### src/rtl/seq_detect_pkg.sv
// Shared constants for the symbol-sequence detector.
//   - Detector state codes S0..S3 (S3 = full 1->2->3 sequence seen, sticky).
//   - Symbol codes SYM_0..SYM_3 as carried on the 2-bit per-channel symbol lanes.
package seq_detect_pkg;

    localparam logic [1:0] S0 = 2'd0;
    localparam logic [1:0] S1 = 2'd1;
    localparam logic [1:0] S2 = 2'd2;
    localparam logic [1:0] S3 = 2'd3;

    localparam logic [1:0] SYM_0 = 2'd0;
    localparam logic [1:0] SYM_1 = 2'd1;
    localparam logic [1:0] SYM_2 = 2'd2;
    localparam logic [1:0] SYM_3 = 2'd3;

endpackage

### src/rtl/seq_detect_arbiter_if.sv
// Requester/status bundle of the shared sequence detector.
//   req[NCH]   : channel i offers a symbol (held until granted)
//   sym[2*NCH] : per-channel 2-bit symbol lanes, sym[2i+1:2i] for channel i
//   clr[NCH]   : return channel i detector to S0
//   gnt[NCH]   : one-hot grant, symbol consumed on this edge
//   hit[NCH]   : channel i has seen 1->2->3 (sticky until clr/reset)
//   hit_any    : OR of hit
// master = symbol sources / status logic, slave = the detector.
interface seq_detect_arbiter_if #(
    parameter int NCH = 4
);
    logic [NCH-1:0]   req;
    logic [2*NCH-1:0] sym;
    logic [NCH-1:0]   clr;
    logic [NCH-1:0]   gnt;
    logic [NCH-1:0]   hit;
    logic             hit_any;

    modport master (
        output req,
        output sym,
        output clr,
        input  gnt,
        input  hit,
        input  hit_any
    );

    modport slave (
        input  req,
        input  sym,
        input  clr,
        output gnt,
        output hit,
        output hit_any
    );
endinterface

### src/rtl/seq_step.sv
// Combinational next-state function of one 1->2->3 sequence detector.
//   state      : current detector state (S0..S3)
//   sym        : granted symbol
//   next_state : state after consuming sym
// S3 is absorbing; symbol 0 is a no-op.
module seq_step
    import seq_detect_pkg::*;
(
    input  logic [1:0] state,
    input  logic [1:0] sym,
    output logic [1:0] next_state
);

    always_comb begin
        next_state = state;
        if (state != S3) begin
            case (sym)
                SYM_1:   next_state = S1;
                SYM_2:   next_state = (state == S1) ? S2 : S0;
                SYM_3:   next_state = (state == S2) ? S3 : S0;
                default: next_state = state;
            endcase
        end
    end

endmodule

### src/rtl/seq_detect_arbiter.sv
// NCH requesters share one 1->2->3 sequence detection engine through a
// round-robin arbiter. Each channel keeps its own 2-bit detector state; the
// granted channel's symbol advances it, hit[i] is decoded from that register.
// Ports:
//   clk, reset : clock and synchronous active-high reset
//   bus        : seq_detect_arbiter_if.slave (req/sym/clr in, gnt/hit/hit_any out)
//   hit_cnt    : CNT_W*NCH saturating count of S2->S3 transitions per channel,
//                present only when macro HIT_CNT_EN is defined
module seq_detect_arbiter
    import seq_detect_pkg::*;
#(
    parameter int NCH   = 4,
    parameter int CNT_W = 8
) (
    input  logic clk,
    input  logic reset,
    seq_detect_arbiter_if.slave bus
`ifdef HIT_CNT_EN
    ,
    output logic [CNT_W*NCH-1:0] hit_cnt
`endif
);

    localparam int PTR_W = $clog2(NCH);

    if (NCH < 2 || NCH > 8 || CNT_W < 1) begin : g_bad_cfg
        $error("seq_detect_arbiter: NCH must be 2..8 and CNT_W >= 1");
    end

    logic [PTR_W-1:0] ptr_reg;
    logic [NCH-1:0]   gnt_comb;
    logic [PTR_W-1:0] gnt_idx;
    logic             gnt_found;
    logic [NCH-1:0]   hit_vec;

    // First requester at or after the pointer, wrapping modulo NCH.
    // Grants are suppressed during reset so no symbol is consumed then.
    always_comb begin
        logic [PTR_W-1:0] sel;
        gnt_comb  = '0;
        gnt_idx   = '0;
        gnt_found = 1'b0;
        sel       = '0;
        for (int k = 0; k < NCH; k++) begin
            sel = PTR_W'((int'(ptr_reg) + k) % NCH);
            if (!gnt_found && !reset && bus.req[sel]) begin
                gnt_found     = 1'b1;
                gnt_comb[sel] = 1'b1;
                gnt_idx       = sel;
            end
        end
    end

    always_ff @(posedge clk) begin
        if (reset) begin
            ptr_reg <= '0;
        end else if (gnt_found) begin
            ptr_reg <= (gnt_idx == PTR_W'(NCH - 1)) ? '0 : gnt_idx + 1'b1;
        end
    end

    genvar gi;
    generate
        for (gi = 0; gi < NCH; gi++) begin : g_ch
            logic [1:0] state_reg;
            logic [1:0] step_next;

            seq_step u_step (
                .state      (state_reg),
                .sym        (bus.sym[2*gi +: 2]),
                .next_state (step_next)
            );

            // clr wins over a same-cycle grant: the grant still goes out
            // (the requester sees its symbol consumed) but it is discarded.
            always_ff @(posedge clk) begin
                if (reset || bus.clr[gi]) begin
                    state_reg <= S0;
                end else if (gnt_comb[gi]) begin
                    state_reg <= step_next;
                end
            end

            assign hit_vec[gi] = (state_reg == S3);

`ifdef HIT_CNT_EN
            logic [CNT_W-1:0] cnt_reg;

            always_ff @(posedge clk) begin
                if (reset || bus.clr[gi]) begin
                    cnt_reg <= '0;
                end else if (gnt_comb[gi] && state_reg == S2 && step_next == S3
                             && cnt_reg != {CNT_W{1'b1}}) begin
                    cnt_reg <= cnt_reg + 1'b1;
                end
            end

            assign hit_cnt[gi*CNT_W +: CNT_W] = cnt_reg;
`endif
        end
    endgenerate

    assign bus.gnt     = gnt_comb;
    assign bus.hit     = hit_vec;
    assign bus.hit_any = |hit_vec;

endmodule

### src/flat_wrapper.sv
// flat-port wrapper written by rule: the top's interface ports become plain ports
module seq_detect_arbiter_flat import seq_detect_pkg::*;
#(
    parameter int NCH   = 4,
    parameter int CNT_W = 8
)
  (clk, reset, bus_req, bus_sym, bus_clr, bus_gnt, bus_hit, bus_hit_any);
  seq_detect_arbiter_if #(.NCH(NCH)) bus_i ();
  input  logic clk;
  input  logic reset;
  input wire logic [$bits(bus_i.req)-1:0] bus_req;
  input wire logic [$bits(bus_i.sym)-1:0] bus_sym;
  input wire logic [$bits(bus_i.clr)-1:0] bus_clr;
  output wire logic [$bits(bus_i.gnt)-1:0] bus_gnt;
  output wire logic [$bits(bus_i.hit)-1:0] bus_hit;
  output wire logic [$bits(bus_i.hit_any)-1:0] bus_hit_any;
  assign bus_i.req = bus_req;
  assign bus_i.sym = bus_sym;
  assign bus_i.clr = bus_clr;
  assign bus_gnt = bus_i.gnt;
  assign bus_hit = bus_i.hit;
  assign bus_hit_any = bus_i.hit_any;
  seq_detect_arbiter #(.NCH(NCH), .CNT_W(CNT_W)) u_core (.clk(clk), .reset(reset), .bus(bus_i));
endmodule
### config.mk
export PLATFORM = sky130hd
export DESIGN_NAME = seq_detect_arbiter_flat
export DESIGN_NICKNAME = d
export VERILOG_FILES = /design/src/rtl/seq_detect_pkg.sv /design/src/rtl/seq_detect_arbiter_if.sv /design/src/rtl/seq_step.sv /design/src/rtl/seq_detect_arbiter.sv /design/src/flat_wrapper.sv
export SDC_FILE = /design/constraint.sdc
export NUM_CORES = 1
export LEC_CHECK = 0
export ABC_AREA = 1
export CAP_MARGIN = 10
export CORE_UTILIZATION = 40
export DETAILED_ROUTE_END_ITERATION = 8
export HOLD_SLACK_MARGIN = 0.05
export PLACE_DENSITY = 0.69
export SLEW_MARGIN = 40
export SYNTH_ARGS = -nofsm -noshare
export SYNTH_HDL_FRONTEND = slang
export SYNTH_SLANG_ARGS = --single-unit
### constraint.sdc
create_clock -name clk -period 2.25 [get_ports clk]
set_input_delay 0.5625 -clock clk [delete_from_list [all_inputs] [get_ports clk]]
set_output_delay 0.5625 -clock clk [all_outputs]
set_load 0.005 [all_outputs]
; ---- Yosys cells after proc, flatten, opt, wreduce, memory -nomap -nowiden
; Index checks and enable logic that the tools add are counted.
[classes]
n_addsub = 4
order_cmp = 8
eq_ne = 29
muxes = 41
bitwise_logic = 3
n_reduce_logical = 28
[ops]
columns = op, n
row1 = equality test 2 bit (second input constant), 17
row2 = two-way mux 2 bit, 13
row3 = case mux 2 bit (3 select lines), 4
row4 = equality test 2 x 1 -> 1 bit (second input constant), 8
row5 = two-way mux 4 bit, 4
row6 = < comparator 2 x 3 -> 1 bit (second input constant), 4
row7 = two-way mux 1 bit, 12
row8 = bitwise OR 4 bit, 3
row9 = AND reduction 3 bit, 4
row10 = nonzero test 3 bit, 4
row11 = logical AND 1 bit, 11
row12 = binary-select mux 1 bit (select 2 bit), 4
row13 = demux 1 bit (select 2 bit), 4
row14 = >= comparator 2 x 1 -> 1 bit (second input constant), 4
row15 = != test 2 bit (second input constant), 4
row16 = adder 2 x 1 -> 2 bit (second input constant), 2
row17 = adder 2 bit (second input constant), 2
row18 = logical NOT 1 bit, 4
row19 = logical OR 1 bit, 4
row20 = OR reduction 4 bit, 1
[totals]
regBits = 10
input_bits = 18
elab_cells = 118

; ---- Longest topological paths before layout
; Gate-level depths: netlist of the first run.
[logic_depth]
ltp_word = 18
ltp_mapped = 15
mapped_depth_nobuf = 15

; ---- Modules after synthesis
; A second synthesis of the first run with hierarchy kept.
[hier_totals]
cells_unflattened = 182
area_unflattened_um2 = 1107.3
[by_module_without_submodules]
columns = mod, instances, cells_per_inst, area_each_um2, seq_area_each_um2
row1 = seq_detect_arbiter, 1, 142, 942.2, 200.2
row2 = seq_step, 4, 10, 41.3, 0.0

; ---- Worst setup path after synthesis of the first run
; Ideal clock, no wire load.
[synth_path]
path_kind = reg-to-output
start = register u_core.ptr_reg[0]
end = output bus_gnt[3]
arrival_ns = 1.763
required_time_ns = 1.688
path_slack_ns = -0.075
stages_incl_launch_ff = 10
n_path_buf = 0
path_cell_list = dfxtp_1 -> inv_2 -> ha_1 -> inv_1 -> nand3_4 -> nand2_2 -> nand4_4 -> nor2_8 -> nand2_1 -> nand2_2
[synth_between]
elab_chain_len = 16
word_cells_on_any_way = 51
cone_classes = 3 x add/sub / 8 x order compare / 23 x mux / 3 x bitwise / 14 x reduce/logical
[synth_lines]
columns = element, line_no
row1 = start: declaration, seq_detect_arbiter.sv:30  ; logic [PTR_W-1:0] ptr_reg;
row2 = start signal: assignment, seq_detect_arbiter.sv:58  ; ptr_reg <= (gnt_idx == PTR_W'(NCH - 1)) ? '0 : gnt_idx + 1'b1;
row3 = "parallel branches: the longest is 15 deep, another holds < comparator 2 x 3 -> 1 bit", n/a
row4 = two-way mux 4 bit (*), seq_detect_arbiter.sv:46  ; if (!gnt_found && !reset && bus.req[sel]) begin
row5 = end: declaration, flat_wrapper.sv:14  ; output wire logic [$bits(bus_i.gnt)-1:0] bus_gnt;
; Every way passes the cells marked *. The select of a mux whose other input is x is not followed.

; ---- Final worst setup path of the first run
[layout_path]
start = register u_core.ptr_reg[0]
end = output bus_gnt[0]
; The elaborated chain is that of the path after synthesis.

==> results by group, run 1 <==
Global route
  • GRT Util Overall: 0.234
  • Initial antenna violation count: 0
  • Number of global-route vias before repair: 1,215
  • First-pass GRT wire length: 4.93 mm
  • Grt total ovfl: 0
  • Largest net degree at the start of global routing: 10

Logic synthesis
  • Top cell type's share of synthesized area: 0.179
  • Ys Warns: 0
  • Synth top area cells: dfxtp_1, nand2_1, nor2_1
  • Adder-cell share of the synthesized area: 0.0893
  • Area fraction in and, or, nand and nor cells after synthesis: 0.585
  • Register area share after synthesis: 0.179
  • FF+latch count, synth: 10
  • Mapped Cells: 187
  • Post-synthesis mux area share: 0
  • Post-Syn Area per Cell: 6.00 um^2
  • Post-synth top area cell: dfxtp_1
  • Post-Synth XOR/XNOR Area: 0
  • Synth Area in Compound Gates: 0.0636
  • Syn nets: 213
  • Largest family of logic cells by synthesized area: simple AND/OR/NAND/NOR gates
  • Post-synthesis cell type count: 22
  • Mapped Area: 1120 um^2

Cells and area
  • Finished layout cell area: 1770 um^2
  • Post-Layout Cell Count: 276
  • Most frequent cells in the layout: nand2_1, nor2_1, buf_4, inv_1, nand2_2
  • Commonest non-fill, non-tap cell in the layout: nand2_1
  • Final net count: 273
  • Share of cells above drive strength 1: 0.309
  • Area delta synth->final: 58.1%
  • Max reg flops: 8
  • N_diodes: 0

STA
  • Final worst path period share: 1.06
  • Final Hold Viols: 0
  • Slew at the pin closest to its max-slew limit: 0.272 ns
  • Final min period: 2.39 ns
  • Fmax: 418 MHz
  • Final setup vio count: 4
  • Final Worst Setup Slack: -0.144 ns
  • Clock skew: 0.00546 ns
  • Final Slew Violations: 0
  • RSZ-0062 raised after global routing: yes
  • Slew HR: 0.817

Floorplanning
  • Width of the die: 54.9 um
  • Core Region: 2570 um^2
  • Die Ht: 54.9 um
  • Starting Density: 0.437
  • # rows: 18
  • Die area: 3020 um^2
  • IO Count: 27

Hold path
  • Hold Crit Depth: 2
  • Min-delay worst type: reg -> reg

Placement
  • Count of input and output buffers: 26
  • RePlAce Congestion: 0.858
  • Post-DP HPWL: 2.50 mm
  • Dpl ws: -0.631 ns
  • Placed Cells: 260
  • Post-place instance area: 1550 um^2

Run
  • Max cap viols: 0

Routing
  • Iteration-0 DRC count of the detailed router: 26
  • ANT nets after route: 0
  • Wire length on met1: 1.46 mm
  • Met3 wire len: 122 um
  • Pre-antenna DRT Iters: 4
  • Drt wl/cell: 12.3 um
  • Post-route DRC: 0
  • Routed via count divided by cell count: 4.99
  • Routed wire length: 3.40 mm
  • Detailed-route via count: 1,377
  • Max Used Layer: met4
  • WL met2: 1.79 mm

Worst setup path
  • Crit-path max cell delay: 0.35 ns
  • Kind of critical path: reg -> out
  • Crit path max fanout: 3
  • CP max-delay cell: dfxtp_2
  • Worst path arrival time: 1.83 ns
  • Depth of the most critical reg-to-reg path: 18
  • CP required: 1.69 ns
  • Worst setup EP type: output pin
  • Crit path buf inv count: 5
  • Most used cell, CP: buf_6
  • Reg-to-reg setup timing slack: 0.25 ns
  • Cell Chain, Critical Path: inv_4 -> ha_4 -> inv_4 -> nand3_4 -> nand2_4 -> nand4_4 -> nor2_8 -> buf_6 -> buf_6 -> nand2_2 -> nand2_2 -> buf_6
  • CP Depth: 12
  • CP startpoint kind: register
  • CP top delay family: simple AND/OR/NAND/NOR gates

CTS
  • CTS Buf Count: 3
  • TritonCTS clock tree: built
  • Clk buf depth: 2
  • CTS root buf: clkbuf_4
  • H-tree levels: 1
  • Clock Latency Late Sink: 0.27 ns
  • Hold buffers post-CTS: 0
  • CTS clock-pin slew for the worst setup and hold paths: 0.07 ns
  • Sinks on Clock Net: 10

Status
  • Status: complete, but fails checks
  • Failing checks: negative setup slack

Power and ir drop
  • Pwr dens: 995 nW/um^2
  • P_leak: 0.886 nW
  • Maximum VDD drop: 0.000917 V
[cells in the mapped netlist]
master    instances
nand2_1          50
nand4_2           1
a221oi_1          1
dfxtp_1          10
nand2_4           1
o31ai_1           1
nand3b_1          1
nand3_1          14
nand3_2           2
nor2_1           33
a21oi_1           4
o21ai_0           4
nand3_4           1
ha_1              8
a21boi_1          2
nor3_1            4
inv_2             1
nand2_2          14
nand4_1           9
nand4_4           1
inv_1            24
nor2_8            1
[cells by family (layout without fill, tap and decap cells)]
kind of cell / after synthesis / in the layout
compound gates: 12 / 12
fa+ha+maj: 8 / 8
buf+inv: 25 / 84
flops: 10 / 10
simple gates: 132 / 132
[per-layer routing]
metal,up-vias,GRT usage
li1,722,-
met1,627,0.246
met2,24,0.454
met3,4,0.0683
met4,0,0.0458
met5,-,0
[area by class of cell]
cell class | instances | area [um^2]
Multi-Input combinational cell | 152 | 903
Clock buffer | 4 | 36.3
Timing Repair Buffer | 55 | 494
Fill cell | 225 | 795
Sequential cell | 10 | 203
Inverter | 25 | 98.8
Tap cell | 30 | 37.5
[what timing repair did]
item | 4_1_cts | 5_1_grt
gates resized for setup | 42 | 11
buffers inserted | 11 | 1
hold endpoints to repair | 0 | 0
pin swaps | 18 | 7
setup endpoints to repair | 4 | 4
[power breakdown]
part           total [W]  leakage (nW)  switching, W  internal [W]
registers       0.000225        0.0818     0.0000192      0.000206
clock network   0.000165        0.0210     0.0000661     0.0000984
logic            0.00137         0.783      0.000751      0.000623
total            0.00176         0.886      0.000836      0.000928
[final timing paths]
kind | startpoint | endpoint
worst max register to register | u_core.ptr_reg[0] | u_core.ptr_reg[1]
worst min-delay path | u_core.g_ch[2].state_reg[1] | u_core.g_ch[2].state_reg[1]
worst min register to register | u_core.g_ch[2].state_reg[1] | u_core.g_ch[2].state_reg[1]
worst max-delay path | u_core.ptr_reg[0] | bus_gnt[0]
[per-stage QoR]
stage / util / hold WS, ns / TNS (ns) / power, W
finish: 0.691 / 0.496 / -0.549 / 0.00176
global placement: 0.603 / 0.484 / -2.49 / 0.00126
detailed placement: 0.603 / 0.492 / -2.72 / 0.00129
global route: 0.691 / 0.521 / -0.903 / 0.00190
floorplan: - / 0.465 / 0 / 0.000873
CTS: 0.672 / 0.503 / -0.504 / 0.00167
[tightest hold or removal path: cells and delay by family, from the launching register on]
family | cells | cell delay [ns]
and+or+nand+nor | 1 | 0.07
DFF | 1 | 0.34
AOI/OAI and AO/OA | 1 | 0.05
Note: power is estimated with default switching activity, not from simulation.
==> inputs of run 2 (changes only) <==
--- a/config.mk
+++ b/config.mk
@@ -7,10 +7,10 @@
 export LEC_CHECK = 0
 export ABC_AREA = 1
 export CAP_MARGIN = 10
-export CORE_UTILIZATION = 40
+export CORE_UTILIZATION = 45
 export DETAILED_ROUTE_END_ITERATION = 8
 export HOLD_SLACK_MARGIN = 0.05
-export PLACE_DENSITY = 0.69
+export PLACE_DENSITY = 0.76
 export SLEW_MARGIN = 40
 export SYNTH_ARGS = -nofsm -noshare
 export SYNTH_HDL_FRONTEND = slang
==> run 2 against run 1 <==
- utilization up 12 points
- setup slack better by 0.017 ns
- fmax is 0.71% higher
- combinational power grew 12%
- sequential share of layout area decreased by 0.40 points
- clock skew hardly changed
- critical endpoint is now bus_gnt[3]
- the run still ends with negative setup slack left
- flip-flop and latch count did not move
- final area rose by 3.7%
- wire length grew 3.7%
- sequential power hardly changed
- first-iteration DRC count rose by 42%
==> results by group, run 2 (synthesis gave the netlist of run 1 again) <==
Routing
  • Iteration-0 DRC count of the detailed router: 37 (was 26)
  • ANT nets after route: 0 (unchanged)
  • Detailed-route via count: 1,421 (was 1,377)
  • Routed wire length: 3.52 mm (was 3.40 mm)
  • Routed via count divided by cell count: 5.11 (was 4.99)
  • Pre-antenna DRT Iters: 4 (unchanged)
  • Drt wl/cell: 12.7 um (was 12.3 um)
  • Post-route DRC: 0 (unchanged)

Worst setup path
  • CP required: 1.69 ns (about the same)
  • Crit path buf inv count: 4 (was 5)
  • Kind of critical path: reg -> out (unchanged)
  • CP max-delay cell: dfxtp_2 (unchanged)
  • Depth of the most critical reg-to-reg path: 18 (unchanged)
  • Reg-to-reg setup timing slack: 0.20 ns (was 0.25 ns)
  • CP top delay family: simple AND/OR/NAND/NOR gates (unchanged)
  • Worst path arrival time: 1.81 ns (was 1.83 ns)
  • Crit-path max cell delay: 0.34 ns (was 0.35 ns)
  • Cell Chain, Critical Path: inv_2 -> ha_4 -> inv_4 -> nand3_4 -> nand2_4 -> nand4_4 -> nor2_8 -> buf_6 -> nand2_2 -> nand2_2 -> buf_2 (was inv_4 -> ha_4 -> inv_4 -> nand3_4 -> nand2_4 -> nand4_4 -> nor2_8 -> buf_6 -> buf_6 -> nand2_2 -> nand2_2 -> buf_6)
  • Most used cell, CP: nand2_2 (was buf_6)
  • CP startpoint kind: register (unchanged)
  • Crit path max fanout: 4 (was 3)
  • CP Depth: 11 (was 12)
  • Worst setup EP type: output pin (unchanged)

Cells and area
  • Share of cells above drive strength 1: 0.328 (was 0.309)
  • Commonest non-fill, non-tap cell in the layout: nand2_1 (unchanged)
  • Util after Layout: 0.808 (was 0.691)
  • Post-Layout Cell Count: 278 (was 276)
  • Max reg flops: 8 (unchanged)
  • Area delta synth->final: 64.0% (was 58.1%)
  • Most frequent cells in the layout: nand2_1, nor2_1, buf_4, inv_1, clkdlybuf4s50_1 (was nand2_1, nor2_1, buf_4, inv_1, nand2_2)
  • Final net count: 277 (was 273)
  • N_diodes: 0 (unchanged)

Placement
  • RePlAce Congestion: 0.905 (was 0.858)
  • Post-DP HPWL: 2.35 mm (was 2.50 mm)
  • Placed Cells: 260 (unchanged)
  • Dpl ws: -0.676 ns (was -0.631 ns)
  • Count of input and output buffers: 26 (unchanged)

STA
  • Final Worst Setup Slack: -0.127 ns (was -0.144 ns)
  • Final setup vio count: 4 (unchanged)
  • Final Slew Violations: 0 (unchanged)
  • Final min period: 2.38 ns (was 2.39 ns)
  • Slew at the pin closest to its max-slew limit: 0.317 ns (was 0.272 ns)
  • Final worst path period share: 1.06 (about the same)
  • Slew HR: 0.789 (was 0.817)
  • Fmax: 421 MHz (was 418 MHz)
  • RSZ-0062 raised after global routing: yes (unchanged)
  • Clock skew: 0.00533 ns (was 0.00546 ns)
  • Final Hold Viols: 0 (unchanged)

Global route
  • Largest net degree at the start of global routing: 11 (was 10)
  • GRT met3 Usage: 0.0439 (was 0.0683)
  • GR peak layer: met2 (unchanged)
  • Grt total ovfl: 0 (unchanged)
  • M2 GR Usage: 0.479 (was 0.454)
  • First-pass GRT wire length: 5.27 mm (was 4.93 mm)
  • Initial antenna violation count: 0 (unchanged)
  • GRT Util Overall: 0.260 (was 0.234)
  • Number of global-route vias before repair: 1,253 (was 1,215)
  • Routing usage on met1: 0.302 (was 0.246)

Floorplanning
  • Width of the die: 51.9 um (was 54.9 um)
  • Die Ht: 51.9 um (was 54.9 um)
  • Starting Density: 0.493 (was 0.437)
  • IO Count: 27 (unchanged)
  • Core Region: 2280 um^2 (was 2570 um^2)
  • Die area: 2690 um^2 (was 3020 um^2)
  • # rows: 17 (was 18)

Hold path
  • Min-delay worst type: reg -> reg (unchanged)
  • Hold Crit Depth: 2 (unchanged)

Power and ir drop
  • Comb pwr share: 0.797 (was 0.779)
  • Net Switching: 0.000883 W (was 0.000836 W)
  • Clock power share: 0.086 (was 0.093)
  • Maximum VDD drop: 0.000952 V (was 0.000917 V)
  • P_leak: 0.945 nW (was 0.886 nW)
  • Pint: 0.00103 W (was 0.000928 W)
  • Sw frac: 0.461 (was 0.474)
  • Pwr dens: 1040 nW/um^2 (was 995 nW/um^2)
  • Sequential power share: 0.117 (was 0.128)

Status
  • Status: complete, but fails checks (unchanged)
  • Failing checks: negative setup slack (unchanged)

CTS
  • CTS root buf: clkbuf_4 (unchanged)
  • CTS clock-pin slew for the worst setup and hold paths: 0.07 ns (about the same)
  • Clk buf depth: 2 (unchanged)
  • Clock Latency Late Sink: 0.27 ns (about the same)
  • Sinks on Clock Net: 10 (unchanged)
  • TritonCTS clock tree: built (unchanged)
  • H-tree levels: 1 (unchanged)
  • CTS Buf Count: 3 (unchanged)

Run
  • Max cap viols: 0 (unchanged)
[run 2: cell count changes in the layout (fill, tap and decap cells not counted), sizes merged]
cell           delta
buf               +5
clkdlybuf4s15     -2
dlygate4sd2       +1
[run 2: cell type report]
| class | count | area [um^2] |
|---|---|---|
| multi-input cells | 152 | 933 |
| fillers | 157 | 438 |
| repair buffers | 59 | 532 |
| flip-flops and latches | 10 | 203 |
| inverters | 25 | 98.8 |
| well taps | 28 | 35.0 |
| clock buffers | 4 | 36.3 |
[run 2: layer usage]
metal,up-vias,part of all wire
met5,-,0
met4,0,0.0091
met3,6,0.033
met2,30,0.53
met1,657,0.42
li1,728,-
[run 2: final timing paths]
kind | from | end
max | u_core.ptr_reg[0] | bus_gnt[3]
min | u_core.g_ch[2].state_reg[1] | u_core.g_ch[2].state_reg[1]
max reg2reg | u_core.ptr_reg[0] | u_core.ptr_reg[1]
min reg2reg | u_core.g_ch[2].state_reg[1] | u_core.g_ch[2].state_reg[1]
[run 2: per-stage QoR]
| step | hold slack [ns] | total power (W) | area, um^2 | TNS, ns |
|---|---|---|---|---|
| 2_1_floorplan | 0.465 | 0.000873 | 1120 | 0 |
| 3_3_place_gp | 0.479 | 0.00128 | 1560 | -2.54 |
| 3_5_place_dp | 0.490 | 0.00132 | 1560 | -2.97 |
| 4_1_cts | 0.499 | 0.00173 | 1740 | -0.479 |
| 5_1_grt | 0.526 | 0.00204 | 1840 | -0.773 |
| 6_report | 0.499 | 0.00192 | 1840 | -0.439 |
[run 2: repair_timing]
action / CTS / global route
setup endpoints to repair: 4 / 4
pin swaps: 17 / 11
gates resized for setup: 44 / 16
hold buffers: 0 / 0
setup buffers: 10 / 4
[run 2: worst min-delay path: stages, from the launching register on]
cell	delay, ns
dfxtp_1	0.34
nand2_1	0.07
a21boi_1	0.05
[run 2: power by group through the flow]
stage	Combinational [W]	Sequential (W)	Clock, W
floorplan	0.000628	0.000245	0
global placement	0.00106	0.000224	0
detailed placement	0.00109	0.000226	0
CTS	0.00134	0.000223	0.000169
global route	0.00163	0.000226	0.000179
finish	0.00153	0.000224	0.000165
==> inputs of run 3 (changes only) <==
--- a/config.mk
+++ b/config.mk
@@ -7,6 +7,7 @@
 export LEC_CHECK = 0
 export ABC_AREA = 1
 export CAP_MARGIN = 10
+export CORE_MARGIN = 8
 export CORE_UTILIZATION = 45
 export DETAILED_ROUTE_END_ITERATION = 8
 export HOLD_SLACK_MARGIN = 0.05
==> run 3 against run 2 <==
- the run still ends with negative setup slack left
- final area rose by 2.4%
- critical path depth grew 1
- wire length increased by 21%
- cell count grew 3.6%
- total power grew 3.7%
- non-clock buffer count is 8 higher
- critical path type unchanged
==> results by group, run 3 (synthesis gave the netlist of run 1 again) <==
Status
  • Status: complete, but fails checks (unchanged)
  • Failing checks: negative setup slack (unchanged)

Power and ir drop
  • P_leak: 0.951 nW (was 0.945 nW)
  • Pwr dens: 1060 nW/um^2 (was 1040 nW/um^2)
  • Maximum VDD drop: 0.00102 V (was 0.000952 V)

Global route
  • First-pass GRT wire length: 6.92 mm (was 5.27 mm)
  • Number of global-route vias before repair: 1,517 (was 1,253)
  • GRT Util Overall: 0.203 (was 0.260)
  • Largest net degree at the start of global routing: 11 (unchanged)
  • Grt total ovfl: 0 (unchanged)
  • Initial antenna violation count: 0 (unchanged)

STA
  • Final worst path period share: 1.07 (was 1.06)
  • Slew at the pin closest to its max-slew limit: 0.282 ns (was 0.317 ns)
  • Final Worst Setup Slack: -0.163 ns (was -0.127 ns)
  • Hold WS: 0.504 ns (was 0.499 ns)
  • Fmax: 414 MHz (was 421 MHz)
  • RSZ-0062 raised after global routing: yes (unchanged)
  • Slew HR: 0.812 (was 0.789)
  • Clock skew: 0.00898 ns (was 0.00533 ns)
  • Final Slew Violations: 0 (unchanged)
  • Final min period: 2.41 ns (was 2.38 ns)
  • Final setup vio count: 4 (unchanged)
  • Final Hold Viols: 0 (unchanged)

Placement
  • Post-DP HPWL: 2.54 mm (was 2.35 mm)
  • RePlAce Congestion: 0.930 (was 0.905)
  • Count of input and output buffers: 26 (unchanged)

Cells and area
  • N_diodes: 0 (unchanged)
  • Max reg flops: 8 (unchanged)
  • FILL cells: 165 (was 157)
  • Share of cells above drive strength 1: 0.360 (was 0.328)
  • Util after Layout: 0.781 (was 0.808)
  • Area delta synth->final: 67.9% (was 64.0%)
  • Commonest non-fill, non-tap cell in the layout: nand2_1 (unchanged)
  • Most frequent cells in the layout: nand2_1, buf_4, nor2_1, nand2_2, inv_1 (was nand2_1, nor2_1, buf_4, inv_1, clkdlybuf4s50_1)
  • Final net count: 285 (was 277)

Floorplanning
  • Width of the die: 65.9 um (was 51.9 um)
  • Die area: 4340 um^2 (was 2690 um^2)
  • Starting Density: 0.465 (was 0.493)
  • # rows: 18 (was 17)
  • IO Count: 27 (unchanged)
  • Core Region: 2410 um^2 (was 2280 um^2)
  • Die Ht: 65.9 um (was 51.9 um)

Worst setup path
  • Crit path buf inv count: 6 (was 4)
  • CP max-delay cell: dfxtp_2 (unchanged)
  • Reg-to-reg setup timing slack: 0.24 ns (was 0.20 ns)
  • Worst setup EP type: output pin (unchanged)
  • Crit-path max cell delay: 0.34 ns (about the same)
  • Kind of critical path: reg -> out (unchanged)
  • Crit path max fanout: 4 (unchanged)
  • CP top delay family: buffers and inverters (was simple AND/OR/NAND/NOR gates)
  • Worst path arrival time: 1.85 ns (was 1.81 ns)
  • Cell Chain, Critical Path: inv_2 -> ha_4 -> inv_4 -> buf_4 -> nand3_2 -> nand2_2 -> nor2_8 -> buf_6 -> buf_6 -> nand2_2 -> nand2_2 -> buf_6 (was inv_2 -> ha_4 -> inv_4 -> nand3_4 -> nand2_4 -> nand4_4 -> nor2_8 -> buf_6 -> nand2_2 -> nand2_2 -> buf_2)
  • CP startpoint kind: register (unchanged)
  • CP required: 1.69 ns (about the same)

CTS
  • Hold buffers post-CTS: 0 (unchanged)
  • H-tree levels: 1 (unchanged)
  • CTS clock-pin slew for the worst setup and hold paths: 0.08 ns (was 0.07 ns)
  • Clk buf depth: 2 (unchanged)
  • Clock Latency Late Sink: 0.27 ns (about the same)
  • Sinks on Clock Net: 10 (unchanged)
  • CTS root buf: clkbuf_4 (unchanged)
  • CTS Buf Count: 3 (unchanged)
  • TritonCTS clock tree: built (unchanged)

Routing
  • Iteration-0 DRC count of the detailed router: 120 (was 37)
  • Routed wire length: 4.25 mm (was 3.52 mm)
  • Post-route DRC: 0 (unchanged)
  • Drt wl/cell: 14.8 um (was 12.7 um)
  • Routed via count divided by cell count: 5.27 (was 5.11)
  • ANT nets after route: 0 (unchanged)
  • Detailed-route via count: 1,517 (was 1,421)
  • Pre-antenna DRT Iters: 4 (unchanged)

Hold path
  • Min-delay worst type: reg -> reg (unchanged)

Run
  • Max cap viols: 0 (unchanged)
==> run 3: cell type report <==
type,count,area (um^2),area share
inverters,25,98.8,0.0525
multi-input cells,152,936,0.497
clock buffers,4,36.3,0.0193
well taps,30,37.5,0.0199
flip-flops and latches,10,203,0.108
repair buffers,67,571,0.303
==> run 3: path summary, 6_finish.rpt <==
path | start | to | cells past startpoint
worst max-delay path | u_core.ptr_reg[0] | bus_gnt[1] | 12
worst max register to register | u_core.ptr_reg[0] | u_core.ptr_reg[1] | 16
worst min-delay path | u_core.g_ch[2].state_reg[1] | u_core.g_ch[2].state_reg[1] | 2
worst min register to register | u_core.g_ch[2].state_reg[1] | u_core.g_ch[2].state_reg[1] | 2
==> run 3: what timing repair did <==
action                     CTS  global route
buffers inserted            23             0
pin swaps                   18             8
gates resized for setup     54             7
setup endpoints to repair    4             4
cloned                       0             0
==> run 3: worst register-to-register path: cells and delay by family (launching register included) <==
| kind | cells | cell delay, ns |
|---|---|---|
| DFF | 1 | 0.34 |
| and+or+nand+nor | 10 | 0.90 |
| adders and majority gates | 1 | 0.27 |
| buffers and inverters | 5 | 0.39 |
==> run 3: routing by layer <==
layer / share of wire / vias up / wire length (um) / global-route usage
li1: - / 746 / - / -
met2: 0.51 / 68 / 2150 / 0.368
met5: 0 / - / 0 / 0
met4: 0.040 / 0 / 170 / 0.104
met1: 0.37 / 682 / 1580 / 0.204
met3: 0.082 / 21 / 349 / 0.0610
==> run 3: power by group <==
part	switching, W	internal, W	total [W]	leakage (nW)
registers	0.0000193	0.000206	0.000225	0.0818
logic	0.000857	0.000738	0.00160	0.848
clock network	0.0000667	0.0000982	0.000165	0.0210
total	0.000943	0.00104	0.00199	0.951
==> run 3: per-stage QoR <==
stage               setup TNS [ns]  total power, W  std cells  setup WS (ns)  area, um^2
floorplan                        0        0.000873        187         0.0424        1120
global placement             -2.51         0.00125        261         -0.632        1560
detailed placement           -3.03         0.00129        261         -0.688        1560
CTS                         -0.408         0.00186        288         -0.146        1860
global route                -0.911         0.00213        288         -0.256        1880
finish                      -0.517         0.00199        288         -0.163        1880
